<file path="src/rtl/bch_15_7_pkg.sv">
// Shared BCH(15,7) constants, encoder state type and the single-step LFSR update
// used by both the parity register and the encoder's final-step lookahead.
package bch_15_7_pkg;

    localparam int unsigned BCH_N        = 15;
    localparam int unsigned BCH_K        = 7;
    localparam int unsigned BCH_PAR_W    = 8;
    localparam logic [8:0]  BCH_GEN_POLY = 9'h1D1;

    typedef enum logic [1:0] {
        IDLE  = 2'd0,
        SHIFT = 2'd1,
        OUT   = 2'd2
    } bch_enc_state_t;

    // One MSB-first division step of d(x)*x^8 by g(x); gen excludes the x^8 term.
    function automatic logic [BCH_PAR_W-1:0] bch_par_step(
        input logic [BCH_PAR_W-1:0] par,
        input logic                 b,
        input logic [BCH_PAR_W-1:0] gen
    );
        logic fb;
        fb = b ^ par[BCH_PAR_W-1];
        return {par[BCH_PAR_W-2:0], 1'b0} ^ (fb ? gen : '0);
    endfunction

endpackage

</file>
<file path="src/rtl/bch_15_7_parity_lfsr.sv">
// 8-bit Galois LFSR accumulating BCH(15,7) parity one data bit per enabled clock.
module bch_15_7_parity_lfsr
    import bch_15_7_pkg::*;
#(
    parameter logic [7:0] GEN_POLY = 8'hD1
) (
    input  logic       clk,
    input  logic       rst,
    input  logic       clr,
    input  logic       en,
    input  logic       bit_in,
    output logic [7:0] par
);

    logic [7:0] par_q;
    logic [7:0] par_d;

    always_comb begin
        par_d = par_q;
        if (clr) begin
            par_d = '0;
        end else if (en) begin
            par_d = bch_par_step(par_q, bit_in, GEN_POLY);
        end
    end

    always_ff @(posedge clk) begin
        if (rst) begin
            par_q <= '0;
        end else begin
            par_q <= par_d;
        end
    end

    assign par = par_q;

endmodule

</file>
<file path="src/rtl/bch_15_7_serial_encoder.sv">
// Bit-serial systematic BCH(15,7) encoder with valid/ready on both sides.
// Optional macro BCH_ENC_ERR_INJECT_EN adds an err_mask port XORed onto the output codeword.
module bch_15_7_serial_encoder
    import bch_15_7_pkg::*;
#(
    parameter int unsigned N        = BCH_N,
    parameter int unsigned K        = BCH_K,
    parameter logic [7:0]  GEN_POLY = 8'hD1
) (
    input  logic         clk,
    input  logic         rst,
    input  logic [K-1:0] in_data,
    input  logic         in_valid,
    output logic         in_ready,
    output logic [N-1:0] out_codeword,
    output logic         out_valid,
`ifdef BCH_ENC_ERR_INJECT_EN
    input  logic [N-1:0] err_mask,
`endif
    input  logic         out_ready
);

    localparam logic [2:0] K_M1 = 3'(K - 1);

    bch_enc_state_t state_q, state_d;
    logic [K-1:0]   data_q, data_d;
    logic [2:0]     cnt_q, cnt_d;
    logic [N-1:0]   out_cw_q, out_cw_d;
    logic           out_valid_q, out_valid_d;
    logic [N-1:0]   err_q, err_d;

    logic           accept;
    logic           shifting;
    logic [2:0]     bit_idx;
    logic           bit_cur;
    logic [7:0]     par;
    logic [7:0]     next_par;
    logic [N-1:0]   clean_cw;

    assign in_ready = (state_q == IDLE) && !rst;
    assign accept   = in_valid && in_ready;
    assign shifting = (state_q == SHIFT);
    assign bit_idx  = K_M1 - cnt_q;
    assign bit_cur  = data_q[bit_idx];

    bch_15_7_parity_lfsr #(
        .GEN_POLY (GEN_POLY)
    ) u_lfsr (
        .clk    (clk),
        .rst    (rst),
        .clr    (accept),
        .en     (shifting),
        .bit_in (bit_cur),
        .par    (par)
    );

    // Last shift stores the LFSR's next value directly, saving a cycle before OUT.
    assign next_par = bch_par_step(par, bit_cur, GEN_POLY);
    assign clean_cw = {data_q, next_par};

    always_comb begin
        state_d     = state_q;
        data_d      = data_q;
        cnt_d       = cnt_q;
        out_cw_d    = out_cw_q;
        out_valid_d = out_valid_q;
        err_d       = err_q;
        case (state_q)
            IDLE: begin
                if (accept) begin
                    data_d  = in_data;
                    cnt_d   = '0;
`ifdef BCH_ENC_ERR_INJECT_EN
                    err_d   = err_mask;
`else
                    err_d   = '0;
`endif
                    state_d = SHIFT;
                end
            end
            SHIFT: begin
                if (cnt_q == K_M1) begin
                    out_cw_d    = clean_cw ^ err_q;
                    out_valid_d = 1'b1;
                    state_d     = OUT;
                end else begin
                    cnt_d = cnt_q + 3'd1;
                end
            end
            OUT: begin
                if (out_ready) begin
                    out_valid_d = 1'b0;
                    state_d     = IDLE;
                end
            end
            default: begin
                state_d = IDLE;
            end
        endcase
    end

    always_ff @(posedge clk) begin
        if (rst) begin
            state_q     <= IDLE;
            data_q      <= '0;
            cnt_q       <= '0;
            out_cw_q    <= '0;
            out_valid_q <= 1'b0;
            err_q       <= '0;
        end else begin
            state_q     <= state_d;
            data_q      <= data_d;
            cnt_q       <= cnt_d;
            out_cw_q    <= out_cw_d;
            out_valid_q <= out_valid_d;
            err_q       <= err_d;
        end
    end

    assign out_codeword = out_cw_q;
    assign out_valid    = out_valid_q;

endmodule
</file>
<file path="config.mk">
export PLATFORM = sky130hd
export DESIGN_NAME = bch_15_7_serial_encoder
export DESIGN_NICKNAME = d
export VERILOG_FILES = /design/src/rtl/bch_15_7_pkg.sv /design/src/rtl/bch_15_7_parity_lfsr.sv /design/src/rtl/bch_15_7_serial_encoder.sv
export SDC_FILE = /design/constraint.sdc
export NUM_CORES = 1
export LEC_CHECK = 0
export CORE_UTILIZATION = 23
export CTS_CLUSTER_DIAMETER = 150
export DETAILED_ROUTE_END_ITERATION = 16
export SLEW_MARGIN = 20
export SYNTH_ARGS = -nofsm -noshare
export SYNTH_HDL_FRONTEND = slang
export SYNTH_SLANG_ARGS = --single-unit
</file>
<file path="constraint.sdc">
create_clock -name clk -period 2.3 [get_ports clk]
set_input_delay 0.46 -clock clk [delete_from_list [all_inputs] [get_ports clk]]
set_output_delay 0.46 -clock clk [all_outputs]
set_load 0.05 [all_outputs]
</file>
==> results of run 1 <==
cell usage after synthesis:
| master | instances | area share [%] |
|---|---|---|
| buf_6 | 1 | 0.73 |
| xnor2_1 | 5 | 2.9 |
| nor3_1 | 2 | 0.65 |
| or2_2 | 1 | 0.41 |
| nor2b_1 | 2 | 0.81 |
| or2_1 | 1 | 0.41 |
| mux2i_1 | 1 | 0.65 |
| a211oi_1 | 2 | 0.98 |
| o21ai_0 | 14 | 4.6 |
| nand3_1 | 1 | 0.33 |
| nand3b_1 | 1 | 0.49 |
| buf_2 | 2 | 0.65 |
| clkbuf_1 | 8 | 2.0 |
| nand2b_1 | 8 | 3.3 |
| mux4_2 | 1 | 1.5 |
| o221ai_1 | 1 | 0.57 |
| inv_1 | 2 | 0.49 |
| dfxtp_1 | 36 | 47 |
| nor2_1 | 10 | 2.4 |
| nand2_1 | 51 | 12 |
| and3_2 | 3 | 1.5 |
| and2_1 | 1 | 0.41 |
| mux2_1 | 1 | 0.73 |
| a21oi_2 | 2 | 1.1 |
| a21oi_1 | 28 | 9.1 |
| o22ai_1 | 2 | 0.81 |
| buf_4 | 1 | 0.49 |
| or3b_2 | 1 | 0.57 |
| and2_4 | 1 | 0.57 |
| ha_1 | 2 | 1.6 |
metrics by stage:
step | power (W) | hold WS, ns
finish | 0.00134 | 0.456
global route | 0.00141 | 0.487
CTS | 0.00136 | 0.460
detailed placement | 0.000798 | 0.450
global placement | 0.000795 | 0.445
floorplan | 0.000751 | 0.442
state kept, by name, indices dropped and copies added, names as in the netlist:
| name | cells |
|---|---|
| state_q | 2 |
| cnt_q | 3 |
| out_codeword | 15 |
| data_q | 7 |
| u_lfsr.par | 8 |
| out_valid | 1 |
metal layers:
metal  share of wire [%]  vias to the layer above  track usage (%)
met1                  49                      589             12.1
met2                  44                       20             16.5
met4                 1.5                        0             3.70
met3                 4.8                        5             3.66
li1                    -                      692                -
met5                   0                        -                0
logic make-up after synthesis:
family	count (synthesis)	synth area share [%]
AO/OA/AOI/OAI	49	17.2
XOR/XNOR	5	2.85
adder cells (fa/ha/maj)	2	1.63
buffers and inverters	14	4.32
flip-flops	36	46.9
multiplexers	3	2.85
AND/OR/NAND/NOR	83	24.3
final cells by class:
cell class                      count  area (um2)
Clock buffer                        5        68.8
Clock inverter                      3        42.5
Fill cell                         683        4370
Inverter                            2        7.51
Multi-Input combinational cell    142         754
Sequential cell                    36         721
Tap cell                           77        96.3
Timing Repair Buffer               33         325
where the power goes:
group	internal, W	switching, W	leakage (nW)
logic	0.0000639	0.0000642	0.338
registers	0.000640	0.0000157	0.292
clock network	0.000321	0.000239	0.0541
worst min-delay path, cell delays in order, from the launching register on:
cell     delay (ns)
dfxtp_1        0.31
nand2_1        0.05
a21oi_1        0.05
path summary, 6_finish.rpt:
check,from,endpoint,slack [ns],cells past startpoint
min,out_codeword[5],out_codeword[5],0.46,2
min reg2reg,out_codeword[5],out_codeword[5],0.46,2
max reg2reg,cnt_q[0],u_lfsr.par[7],0.19,7
max,cnt_q[0],u_lfsr.par[7],0.19,7
==> impl_metrics.json, run 1 <==
{
  "drt_iter0_markers": 47,
  "critPathLaunchType": "flip-flop",
  "ioPinCount": 28,
  "crit_type": "reg -> reg",
  "floorplan.rows": 29,
  "synth_fp_nets": 205,
  "place_area_um2": 1900,
  "design.core.area_um2": 6390,
  "min_period_ns": 2.11,
  "worstMarginPinSlew_ns": 0.515,
  "numCtsBuffers": 5,
  "cts-root-buf": "clkbuf_8",
  "grt_pass1_wl_mm": 5.67,
  "hold_class": "reg -> reg",
  "hold_viol": 0,
  "finalCritPeriodShare_pct": 91.6,
  "place_hpwl_mm": 2.26,
  "fin_cells": 298,
  "rsz0062_at_grt": "no",
  "end_kind": "flip-flop",
  "ir_worst_vdd_mv": 0.240,
  "cp.arrival_ns": 2.29,
  "initial_core_util_pct": 24.1,
  "path_cells": "inv_1, ha_1, mux4_2, or2_1, and2_4, a21oi_2, mux2_1",
  "synthToLayoutAreaGrowth_pct": 31.2,
  "status": "finished clean",
  "grt_usage_pct": 10.1,
  "syn_avg_cell_area_um2": 8.00,
  "first_global_vias": 1265,
  "htreeDepth": 2,
  "fmax_mhz": 475,
  "cts_hold_buf": 0,
  "globalplace.congestion": 0.760,
  "synth_cell_types": 30,
  "slew_headroom_pct": 65.6,
  "port_buffers": 27,
  "critical-path-top-delay-family": "multiplexers",
  "diodes": 0,
  "worst_slack_ns": 0.194,
  "routedWlPerCell_um": 10.9,
  "finish.utilization_pct": 31.6,
  "cts.clk_slew.worst_paths_ns": 0.07,
  "ctsLongestPathBuffers": 2,
  "setup_violations": 0,
  "die_w_um": 83.7,
  "die_area_um2": 7010,
  "cp.required_ns": 2.48,
  "grt_start_max_net_pins": 30,
  "cp_slowest_cell": "ha_1",
  "fin_tns_setup_ns": 0,
  "preCtsSetupSlack_ns": 0.219,
  "grt.overflow.total": 0,
  "final_cell_mix": "nand2_1 (51), dfxtp_1 (36), a21oi_1 (28), clkdlybuf4s50_1 (26), o21ai_0 (14)",
  "place_inst": 290,
  "stdcell_area_um2": 2020,
  "dieHeight_um": 83.7,
  "first_pass_iters": 4,
  "power_density_nw_per_um2": 666,
  "synth_seq_area_share_pct": 46.9,
  "synth_area_um2": 1540,
  "crit_path_max_fanout": 8,
  "ant_nets": 0,
  "ctsResizeCount": 0,
  "cp.buffers_inverters": 1,
  "final_common_cell": "nand2_1",
  "insertion_delay_ns": 0.29,
  "ys_ff_latch": 36,
  "final_max_slew_viol_count": 0,
  "cpPeakStageDelay_ns": 0.35,
  "routed_wl_mm": 3.25,
  "drc": 0,
  "cts_setup_buffers": 0,
  "cts_sinks": 36,
  "nets": 233,
  "finalClockSkew_ns": 0.00263,
  "vias_per_cell": 4.38,
  "num_vias": 1306,
  "drive_gt1_share_pct": 11.3,
  "synthCells": 192,
  "antenna_found_initial": 0,
  "cts_tree": "yes",
  "ys_warn_count": 0,
  "power.leakage_nw": 0.684,
  "drv_cap": 0
}
(Power assumes the default switching activity.)
==> run 2, diff against run 1 <==
--- a/config.mk
+++ b/config.mk
@@ -5,9 +5,11 @@
 export SDC_FILE = /design/constraint.sdc
 export NUM_CORES = 1
 export LEC_CHECK = 0
+export CORE_MARGIN = 5
 export CORE_UTILIZATION = 23
 export CTS_CLUSTER_DIAMETER = 150
 export DETAILED_ROUTE_END_ITERATION = 16
+export SETUP_SLACK_MARGIN = 0.2
 export SLEW_MARGIN = 20
 export SYNTH_ARGS = -nofsm -noshare
 export SYNTH_HDL_FRONTEND = slang
==> impl_metrics.json, run 2 (synthesis gave the netlist of run 1 again) <==
{
  "status": "finished clean",
  "hold_viol": 0,
  "antenna_found_initial": 0,
  "drv_cap": 0,
  "first_global_vias": 1250,
  "path_cells": "inv_1, ha_4, mux4_2, or2_4, and2_4, a21oi_2, mux2_1",
  "port_buffers": 27,
  "cp.required_ns": 2.47,
  "synthToLayoutAreaGrowth_pct": 32.2,
  "routedWlPerCell_um": 11.5,
  "first_pass_iters": 4,
  "ir_worst_vdd_mv": 0.242,
  "slew_headroom_pct": 63.8,
  "min_period_ns": 2.02,
  "grt_start_max_net_pins": 29,
  "grt_usage_pct": 8.41,
  "cts-root-buf": "clkbuf_8",
  "numCtsBuffers": 5,
  "vias_per_cell": 4.40,
  "initial_core_util_pct": 23.9,
  "worstMarginPinSlew_ns": 0.541,
  "end_kind": "flip-flop",
  "place_hpwl_mm": 2.45,
  "finalClockSkew_ns": 0.00461,
  "drt_iter0_markers": 102,
  "design.core.area_um2": 6420,
  "diodes": 0,
  "critPathLaunchType": "flip-flop",
  "dieHeight_um": 91.7,
  "power.leakage_nw": 0.684,
  "cp.arrival_ns": 2.19,
  "num_vias": 1307,
  "ant_nets": 0,
  "grt.overflow.total": 0,
  "largest_register_ffs": 15,
  "crit_path_max_fanout": 8,
  "drive_gt1_share_pct": 12.7,
  "crit_type": "reg -> reg",
  "ctsLongestPathBuffers": 2,
  "cts_tree": "yes",
  "worst_slack_ns": 0.276,
  "hold_class": "reg -> reg",
  "cts.clk_slew.worst_paths_ns": 0.07,
  "die_area_um2": 8420,
  "cts_sinks": 36,
  "preCtsSetupSlack_ns": 0.138,
  "die_w_um": 91.7,
  "power_density_nw_per_um2": 620,
  "fmax_mhz": 494,
  "finalCritPeriodShare_pct": 88.0,
  "cp_slowest_cell": "dfxtp_4",
  "fillers": 686,
  "final_cell_mix": "nand2_1 (51), dfxtp_1 (35), a21oi_1 (28), clkdlybuf4s50_1 (26), o21ai_0 (14)",
  "setup_violations": 0,
  "routed_wl_mm": 3.42,
  "globalplace.congestion": 0.783,
  "cts_setup_buffers": 0,
  "rsz0062_at_grt": "no",
  "fin_tns_setup_ns": 0,
  "final_common_cell": "nand2_1",
  "htreeDepth": 2,
  "floorplan.rows": 29,
  "insertion_delay_ns": 0.28,
  "nets": 233,
  "final_max_slew_viol_count": 0,
  "drc": 0,
  "ioPinCount": 28,
  "cpPeakStageDelay_ns": 0.38,
  "grt_pass1_wl_mm": 5.78
}
-- run 2: cell count changes in the layout (fill, tap and decap cells not counted), sizes merged --
cell,change
clkinvlp,-1
clkbuf,+2
clkinv,-1
bufinv,-1
-- run 2: worst max-delay path, delay by kind of cell, from the launching register on --
family	cells	cell delay, ns
multiplexers	2	0.61
buffers and inverters	1	0.07
flip-flops	1	0.38
AND/OR/NAND/NOR	2	0.45
AO/OA/AOI/OAI	1	0.12
adder cells (fa/ha/maj)	1	0.29
-- run 2: through the flow --
step	instances	util (%)	hold WS [ns]	area [um2]	power, W
finish	297	31.6	0.454	2030	0.00126
global route	297	31.6	0.469	2030	0.00132
CTS	297	31.3	0.458	2010	0.00127
global placement	290	29.8	0.446	1910	0.000796
detailed placement	290	29.8	0.448	1910	0.000798
floorplan	192	-	0.442	1550	0.000752
-- run 2: final timing paths --
check / end / cells past startpoint / startpoint / slack [ns]
setup / recovery: u_lfsr.par[7] / 7 / cnt_q[0] / 0.28
hold / removal: out_codeword[5] / 2 / out_codeword[5] / 0.45
setup reg to reg: u_lfsr.par[7] / 7 / cnt_q[0] / 0.28
hold reg to reg: out_codeword[5] / 2 / out_codeword[5] / 0.45
-- run 2: power breakdown --
| group | leakage (nW) | switching, W | internal, W |
|---|---|---|---|
| sequential | 0.293 | 0.0000188 | 0.000640 |
| clock | 0.0503 | 0.000205 | 0.000266 |
| combinational | 0.341 | 0.0000635 | 0.0000656 |
| total | 0.684 | 0.000287 | 0.000972 |
-- run 2: layout make-up --
type / count / area (um2) / share of cell area (%)
multi-input combinational: 142 / 781 / 38.4
sequential: 36 / 724 / 35.7
timing repair buffer: 33 / 325 / 16.0
clock buffer: 7 / 96.3 / 4.74
tap: 77 / 96.3 / 4.74
inverter: 2 / 7.51 / 0.370
-- run 2: what timing repair did --
item / CTS / global route
hold buffers: 0 / 0
resized for setup: 2 / 2
setup endpoints to repair: 3 / 4
-- run 2: per-layer routing --
metal / global-route usage (%) / vias up / part of all wire [%]
met5: 0 / - / 0
met4: 2.60 / 0 / 0.91
met3: 2.86 / 5 / 4.3
met2: 14.1 / 22 / 46
met1: 10.2 / 590 / 49
li1: - / 690 / -
==> run 3, diff against run 2 <==
--- a/config.mk
+++ b/config.mk
@@ -5,6 +5,7 @@
 export SDC_FILE = /design/constraint.sdc
 export NUM_CORES = 1
 export LEC_CHECK = 0
+export CORE_ASPECT_RATIO = 0.8
 export CORE_MARGIN = 5
 export CORE_UTILIZATION = 23
 export CTS_CLUSTER_DIAMETER = 150
==> constraint.sdc (replaced) <==
create_clock -name clk -period 2.3 [get_ports clk]
set_input_delay 0.575 -clock clk [delete_from_list [all_inputs] [get_ports clk]]
set_output_delay 0.575 -clock clk [all_outputs]
set_load 0.05 [all_outputs]
==> impl_metrics.json, run 3 (synthesis gave the netlist of run 1 again) <==
{
  "min_period_ns": 2.04,
  "ir_worst_vdd_mv": 0.217,
  "cp_slowest_cell": "clkdlybuf4s50_1",
  "design.core.area_um2": 6440,
  "grt_usage_pct": 9.47,
  "die_area_um2": 8430,
  "vias_per_cell": 4.34,
  "end_kind": "primary output",
  "grt_pass1_wl_mm": 6.40,
  "initial_core_util_pct": 23.9,
  "multi_input_area_um2": 776,
  "grt_start_max_net_pins": 29,
  "drv_cap": 0,
  "globalplace.congestion": 0.802,
  "drt_iter0_markers": 53,
  "status": "finished clean",
  "diodes": 0,
  "antenna_found_initial": 0,
  "final_max_slew_viol_count": 0,
  "hold_class": "reg -> reg",
  "cp.required_ns": 1.73,
  "cp.arrival_ns": 1.46,
  "cp.buffers_inverters": 1,
  "drive_gt1_share_pct": 13.1,
  "routedWlPerCell_um": 12.5,
  "floorplan.rows": 26,
  "drc": 0,
  "largest_register_ffs": 15,
  "first_global_vias": 1269,
  "rsz0062_at_grt": "no",
  "htreeDepth": 2,
  "power_density_nw_per_um2": 615,
  "final_common_cell": "nand2_1",
  "critPathLaunchType": "flip-flop",
  "timing.hold.ws_ns": 0.451,
  "place_inst": 297,
  "insertion_delay_ns": 0.28,
  "fin_tns_setup_ns": 0,
  "crit_type": "reg -> out",
  "nets": 234,
  "seqCellArea_um2": 724,
  "numCtsBuffers": 5,
  "synthToLayoutAreaGrowth_pct": 32.7,
  "num_vias": 1328,
  "fmax_mhz": 491,
  "ioPinCount": 28,
  "fillers": 680,
  "cts-root-buf": "clkbuf_8",
  "first_pass_iters": 5,
  "ant_nets": 0,
  "cts_sinks": 36,
  "routed_wl_mm": 3.82,
  "ctsLongestPathBuffers": 2,
  "final_cell_mix": "nand2_1 (51), dfxtp_1 (35), a21oi_1 (28), clkdlybuf4s50_1 (26), o21ai_0 (14)",
  "cts.clk_slew.worst_paths_ns": 0.07,
  "power.leakage_nw": 0.689,
  "finalCritPeriodShare_pct": 88.6,
  "cts_tree": "yes",
  "finalClockSkew_ns": 0.00367,
  "grt.overflow.total": 0,
  "critical-path-top-delay-family": "buffers and inverters",
  "die_w_um": 101,
  "setup_violations": 0,
  "fin_cells": 306,
  "path_cells": "clkdlybuf4s50_1",
  "dieHeight_um": 83.1,
  "cpPeakStageDelay_ns": 0.82,
  "place_hpwl_mm": 2.66,
  "crit_path_max_fanout": 2,
  "finish.utilization_pct": 31.6,
  "worstMarginPinSlew_ns": 0.545,
  "slew_headroom_pct": 63.6,
  "port_buffers": 27,
  "hold_viol": 0
}
==> run 3: cell count changes in the layout (fill, tap and decap cells not counted), sizes merged <==
cell / before / now
buf: 7 / 8
clkinv: 0 / 2
clkbuf: 7 / 6
==> run 3: power by group <==
group	leakage (nW)	switching, W	internal (W)
combinational	0.345	0.0000646	0.0000674
sequential	0.293	0.0000192	0.000640
clock	0.0510	0.000223	0.000239
==> run 3: final timing paths <==
path / from / endpoint / slack (ns) / depth (start not counted)
max: out_codeword[1] / out_codeword[1] / 0.26 / 1
min: out_codeword[7] / out_codeword[7] / 0.45 / 2
max reg2reg: cnt_q[0] / u_lfsr.par[7] / 0.32 / 7
min reg2reg: out_codeword[7] / out_codeword[7] / 0.45 / 2
==> run 3: final cells by class <==
cell class                      count  share of cell area [%]
Clock inverter                      2                   0.491
Timing Repair Buffer               34                    16.3
Clock buffer                        6                    4.05
Multi-Input combinational cell    142                    38.1
Sequential cell                    36                    35.5
Inverter                            2                   0.368
Tap cell                           84                    5.16
==> run 3: routing by layer <==
metal | vias up | global-route usage, % | wire, um
met5 | - | 0 | 0
met4 | 0 | 2.54 | 29
met3 | 4 | 3.94 | 318
met2 | 40 | 11.9 | 1480
met1 | 592 | 14.5 | 1990
li1 | 692 | - | -
==> run 3: worst reg2reg max path: cells and delay by family, from the launching register on <==
family / cells / cell delay (ns)
mux: 2 / 0.60
simple gates: 2 / 0.46
flops: 1 / 0.36
fa+ha+maj: 1 / 0.28
compound gates: 1 / 0.11
buf+inv: 1 / 0.06
==> run 3: timing repair <==
action                     4_1_cts  5_1_grt
cloned                           0        0
setup buffers                    0        1
hold buffers                     0        0
setup endpoints to repair        2        6
gates resized for setup          1        2
pin swaps                        0        0
==> run 3: through the flow <==
| stage | setup WS (ns) | total power, W | area, um2 |
|---|---|---|---|
| 6_report | 0.262 | 0.00125 | 2040 |
| 5_1_grt | 0.209 | 0.00132 | 2040 |
| 4_1_cts | 0.204 | 0.00127 | 2020 |
| 3_5_place_dp | 0.149 | 0.000799 | 1920 |
| 3_3_place_gp | 0.202 | 0.000798 | 1920 |
| 2_1_floorplan | 0.235 | 0.000752 | 1550 |
